File: src/rtl/gpi_pkg.sv
// gpi_pkg: register map and width constants shared by the GPI event block
package gpi_pkg;
    localparam int PERIOD_W = 16;
    localparam logic [4:0] REG_DATA   = 5'd0;
    localparam logic [4:0] REG_EVENT  = 5'd1;
    localparam logic [4:0] REG_RISE   = 5'd2;
    localparam logic [4:0] REG_FALL   = 5'd3;
    localparam logic [4:0] REG_PERIOD = 5'd4;
endpackage

File: src/rtl/gpi_debounce_bit.sv
// gpi_debounce_bit: one input pin through sync2, stability counter and debounced flop
module gpi_debounce_bit
    import gpi_pkg::*;
(
    input  logic clk,
    input  logic reset,
    input  logic din,
    input  logic tick,
    output logic deb,
    output logic rise,
    output logic fall
);
    logic [1:0] sync;
    logic [1:0] cnt;
    logic       flip;
    // the debounced value flips when a tick finds the input still different after three stable ticks
    assign flip = tick && (sync[1] != deb) && (cnt == 2'd3);
    assign rise = flip && sync[1];
    assign fall = flip && !sync[1];
    // synchronize, count stable ticks, and update the debounced value
    always_ff @(posedge clk or negedge reset) begin
        if (!reset) begin
            sync <= '0;
            cnt  <= '0;
            deb  <= 1'b0;
        end else begin
            sync <= {sync[0], din};
            cnt  <= (sync[1] == deb || flip) ? 2'd0 : tick ? cnt + 2'd1 : cnt;
            if (flip) deb <= sync[1];
        end
    end
endmodule

File: src/rtl/gpi_event.sv
// gpi_event: debounced general-purpose inputs with edge events and level interrupt
module gpi_event
    import gpi_pkg::*;
#(
    parameter int                  W          = 8,
    parameter logic [PERIOD_W-1:0] DB_DEFAULT = 16'd999
) (
    input  logic         clk,
    input  logic         reset,
    input  logic         cs,
    input  logic         read,
    input  logic         write,
    input  logic [4:0]   addr,
    input  logic [31:0]  wr_data,
    output logic [31:0]  rd_data,
    input  logic [W-1:0] din,
    output logic         irq
);
    logic [W-1:0]        deb, rise, fall, evt, rise_en, fall_en, clr;
    logic [PERIOD_W-1:0] period, pcnt;
    logic                tick, we, unused_ok;
    assign we        = cs && write;
    assign tick      = (pcnt == period);
    assign clr       = (we && addr == REG_EVENT) ? wr_data[W-1:0] : '0;
    assign irq       = |evt;
    assign unused_ok = ^{read, wr_data};
    for (genvar i = 0; i < W; i++) begin : g_bit
        gpi_debounce_bit u_bit (
            .clk   (clk),
            .reset (reset),
            .din   (din[i]),
            .tick  (tick),
            .deb   (deb[i]),
            .rise  (rise[i]),
            .fall  (fall[i])
        );
    end
    // prescaler wraps after PERIOD and restarts on any period write
    always_ff @(posedge clk or negedge reset) begin
        if (!reset) pcnt <= '0;
        else        pcnt <= ((we && addr == REG_PERIOD) || tick) ? '0 : pcnt + 1'b1;
    end
    // register file; a new edge event wins over a same-cycle write-1-clear
    always_ff @(posedge clk or negedge reset) begin
        if (!reset) begin
            evt     <= '0;
            rise_en <= '0;
            fall_en <= '0;
            period  <= DB_DEFAULT;
        end else begin
            evt <= (evt & ~clr) | (rise & rise_en) | (fall & fall_en);
            if (we && addr == REG_RISE)   rise_en <= wr_data[W-1:0];
            if (we && addr == REG_FALL)   fall_en <= wr_data[W-1:0];
            if (we && addr == REG_PERIOD) period  <= wr_data[PERIOD_W-1:0];
        end
    end
    // read mux, zero-extended, independent of cs/read
    always_comb begin
        rd_data = '0;
        case (addr)
            REG_DATA:   rd_data[W-1:0]        = deb;
            REG_EVENT:  rd_data[W-1:0]        = evt;
            REG_RISE:   rd_data[W-1:0]        = rise_en;
            REG_FALL:   rd_data[W-1:0]        = fall_en;
            REG_PERIOD: rd_data[PERIOD_W-1:0] = period;
            default:    rd_data               = '0;
        endcase
    end
endmodule

File: config.mk
export PLATFORM = sky130hd
export DESIGN_NAME = gpi_event
export DESIGN_NICKNAME = d
export VERILOG_FILES = /design/src/rtl/gpi_pkg.sv /design/src/rtl/gpi_debounce_bit.sv /design/src/rtl/gpi_event.sv
export SDC_FILE = /design/constraint.sdc
export NUM_CORES = 1
export LEC_CHECK = 0
export BUFFER_PORTS_ARGS = -buffer_cell sky130_fd_sc_hd__buf_2
export CAP_MARGIN = 20
export CELL_PAD_IN_SITES_DETAIL_PLACEMENT = 0
export CELL_PAD_IN_SITES_GLOBAL_PLACEMENT = 1
export CORE_MARGIN = 10
export CORE_UTILIZATION = 44
export CTS_CLUSTER_DIAMETER = 60
export DETAILED_ROUTE_END_ITERATION = 6
export PLACE_DENSITY = 0.8
export SLEW_MARGIN = 10
export SYNTH_ARGS = -nofsm -noshare
export SYNTH_HDL_FRONTEND = slang
export SYNTH_SLANG_ARGS = --single-unit
File: constraint.sdc
create_clock -name clk -period 2.22 [get_ports clk]
set_input_delay 0.111 -clock clk [delete_from_list [all_inputs] [get_ports clk]]
set_output_delay 0.111 -clock clk [all_outputs]
set_load 0.02 [all_outputs]
==> flow_summary.toml <==
[outcome]
outcome = "finished, violations left"
violations = "DRC"

[drt]
viasPerCell = 5.256
vias = 3264
ant_nets = 0
post-route-drc-count = 1
wl_per_cell_um = 16.33
drt_pass1_iterations = 7
initialDrtViolationCount = 219
drt-total-wl_um = 10140

[critical_path]
crit_slowest_cell = "dfstp_2"
crit_chain = "xnor2_1, nand4_1, nor4_4, buf_4, nand2_1, mux2_1"
slowest_delay_ns = 0.58
required_ns = 2.47
ff2ff_setup_slack_ns = 0.20
worst-path-buf-inv = 1
crit_start = "period[6]"
worstSetupPathType = "register to register"
crit_path_end = "g_bit[5].u_bit.deb"
cp.arrival_ns = 2.27
r2r_end = "g_bit[5].u_bit.deb"
start_kind = "register"
crit_path_end_kind = "register"
path_depth = 6
crit_family = "simple AND/OR/NAND/NOR gates"
path_max_fanout = 9
reg2reg_depth = 6
rr_startpoint = "period[6]"

[sta]
period_needed_ns = 2.018
finClkSkew_ns = 0.01380
rsz0062_at_grt = "false"
clock.fmax_mhz = 495.7
final-setup-viol-count = 0
finalHoldViolations = 0
min_period_over_period_pct = 90.88
worst-slew-pin-transition_ns = 0.5317
setup_tns_ns = 0
slew_violations = 0
maxSlewHeadroom_pct = 64.45

[placement]
gp_congestion = 0.7867
dp.final_hpwl_um = 7301
place.port_buffers = 49
place_area_sq_um = 5084

[yosys]
yosys.area.top_type = "dfrtp_1"
synth_area_leaders = "dfrtp_1 (47%), mux2_2 (6.7%), xnor2_1 (5.8%)"
synth_async_sr_flop_share_pct = 100.0
synth_edf_count = 0
yosysWarnings = 0
syn-mean-instance-area_sq_um = 11.57
syn_area_sq_um = 4676
synth_seq_cells = 96
synthFlopType = "dfrtp_1"
synth.yosys.seq_area_share_pct = 51.59
syn_inst = 404
synthDistinctLibCells = 36
synth_top_area_share_pct = 47.10

[pwr]
ir_drop_v = 0.0004177
p_sw_mw = 1.147
sw_frac_of_total_pct = 27.95
p_leak_nw = 2.549
power_density_nw_per_um2 = 749.6
clkPwrFrac_pct = 30.4
p_int_mw = 2.956
combPwrFrac_pct = 16.4
seq_power_share_pct = 53.1

[clock_tree]
htree_levels = 3
clock_tree.buffer_depth = 2
cts_resized = 0
cts_tree = "done"
clk_latency_ns = 0.36
cts-root-buf = "clkbuf_8"
clk_pin_slew_ns = 0.10
cts_buffers = 9
cts_sinks = 96

[cells_and_area]
final_cell_area_sq_um = 5474
fin_util_pct = 53.02
syn2layout_area_growth_pct = 17.07
final_nets = 539
drive_above_1_share_pct = 25.98
final_cell_mix = "dfrtp_1 (88), buf_2 (48), nor2_1 (41)"
final_common_cell = "dfrtp_1"
diodes = 0

[floorplan]
dieArea_sq_um = 15150
ios = 83
initial_core_util_pct = 45.29
fp.dieW_um = 123.1
row_count = 37
chipHeight_um = 123.1
core_area_sq_um = 10320

[grt]
grt_remaining_overflow = 0
grt_use_total_pct = 13.95
grt_pass1_wl_um = 16600
antenna_found_initial = 0
grt_pass1_vias = 3241
grt_max_degree = 50

[min_path]
hold_class = "input port to register"

[flow_run]
drv_cap = 0
## cell families after synthesis
group                    count (synthesis)  share of synthesized area [%]
AND/OR/NAND/NOR                        134                          15.28
AO/OA/AOI/OAI                           40                          6.423
multiplexers                            48                          12.15
XOR/XNOR                                38                          7.118
other                                    1                        0.08020
adder cells (fa/ha/maj)                  9                          2.408
buffers and inverters                   38                          4.950
flip-flops                              96                          51.59
## cell usage after synthesis (3+ instances only)
library cell  count
inv_1            10
xnor2_1          31
a31oi_1           8
nand3b_1          9
a222oi_1          8
and4_1            3
a22oi_1           8
nand4_1           5
a21oi_1           8
nor3b_1           3
mux2_2           28
nand2b_1         10
and3_1           11
ha_1              9
nor3_1            3
nand2_1          34
mux2_4           10
buf_4            17
dfstp_2           8
nand3_1           6
dfrtp_1          88
buf_2             8
nor2_1           41
o2bb2ai_1         8
mux2i_1           8
xor2_1            7
## power by group through the flow
stage	Sequential, mW	Clock (mW)	Combinational, mW
global route	2.21	1.37	0.757
global placement	2.20	0	0.642
floorplan	2.15	0	0.507
detailed placement	2.21	0	0.659
CTS	2.18	1.29	0.687
finish	2.18	1.25	0.675
## how the worst min path moves through the flow
stage	from	end	slack (ns)	cells past startpoint
global placement	reset	g_bit[0].u_bit.deb	-0.02	1
CTS	wr_data[7]	period[7]	0.009	2
finish	wr_data[7]	rise_en[7]	0.03	2
global route	wr_data[7]	rise_en[7]	0.02	2
floorplan	reset	evt[0]	-0.18	0
detailed placement	reset	g_bit[0].u_bit.deb	-0.02	1
## worst reg2reg max path, cell delays in order (launching register included)
cell     delay (ns)
dfstp_2        0.58
xnor2_1        0.12
nand4_1        0.16
nor4_4         0.40
buf_4          0.25
nand2_1        0.10
mux2_1         0.31
## metal layers
layer	part of all wire [%]	GRT usage, %	vias up
met5	0	0	-
met4	0.86	4.148	0
met3	5.2	3.874	8
met2	49	22.29	81
met1	45	18.13	1638
li1	-	-	1537
## state kept, by name, indices dropped and copies added, names as in the netlist
signal	flops
g_bit.u_bit.sync	16
g_bit.u_bit.cnt	16
period	16
evt	8
fall_en	8
pcnt	16
rise_en	8
g_bit.u_bit.deb	8
## what timing repair did
item                                    4_1_cts  5_1_grt
endpoints found under the hold margin        97        0
hold buffers                                 17        0
endpoints found under the setup margin        0        0
setup buffers                                 0        0
## cell type report
class,instances,area [sq um]
repair buffers,78,545.5
multi-input cells,285,2088
well taps,136,170.2
clock buffers,10,127.6
clock inverters,6,92.59
inverters,10,37.54
flip-flops and latches,96,2412
fillers,902,4850
## stage by stage
| stage | hold slack [ns] | std cells | total power, mW | setup WS, ns |
|---|---|---|---|---|
| 6_report | 0.03070 | 621 | 4.103 | 0.2025 |
| 5_1_grt | 0.01781 | 621 | 4.341 | 0.01600 |
| 4_1_cts | 0.009401 | 621 | 4.156 | 0.1511 |
| 3_5_place_dp | -0.01731 | 588 | 2.869 | 0.1489 |
| 3_3_place_gp | -0.02438 | 588 | 2.844 | 0.1956 |
| 2_1_floorplan | -0.1846 | 419 | 2.660 | 0.3632 |
Note: power is estimated with default switching activity, not from simulation.
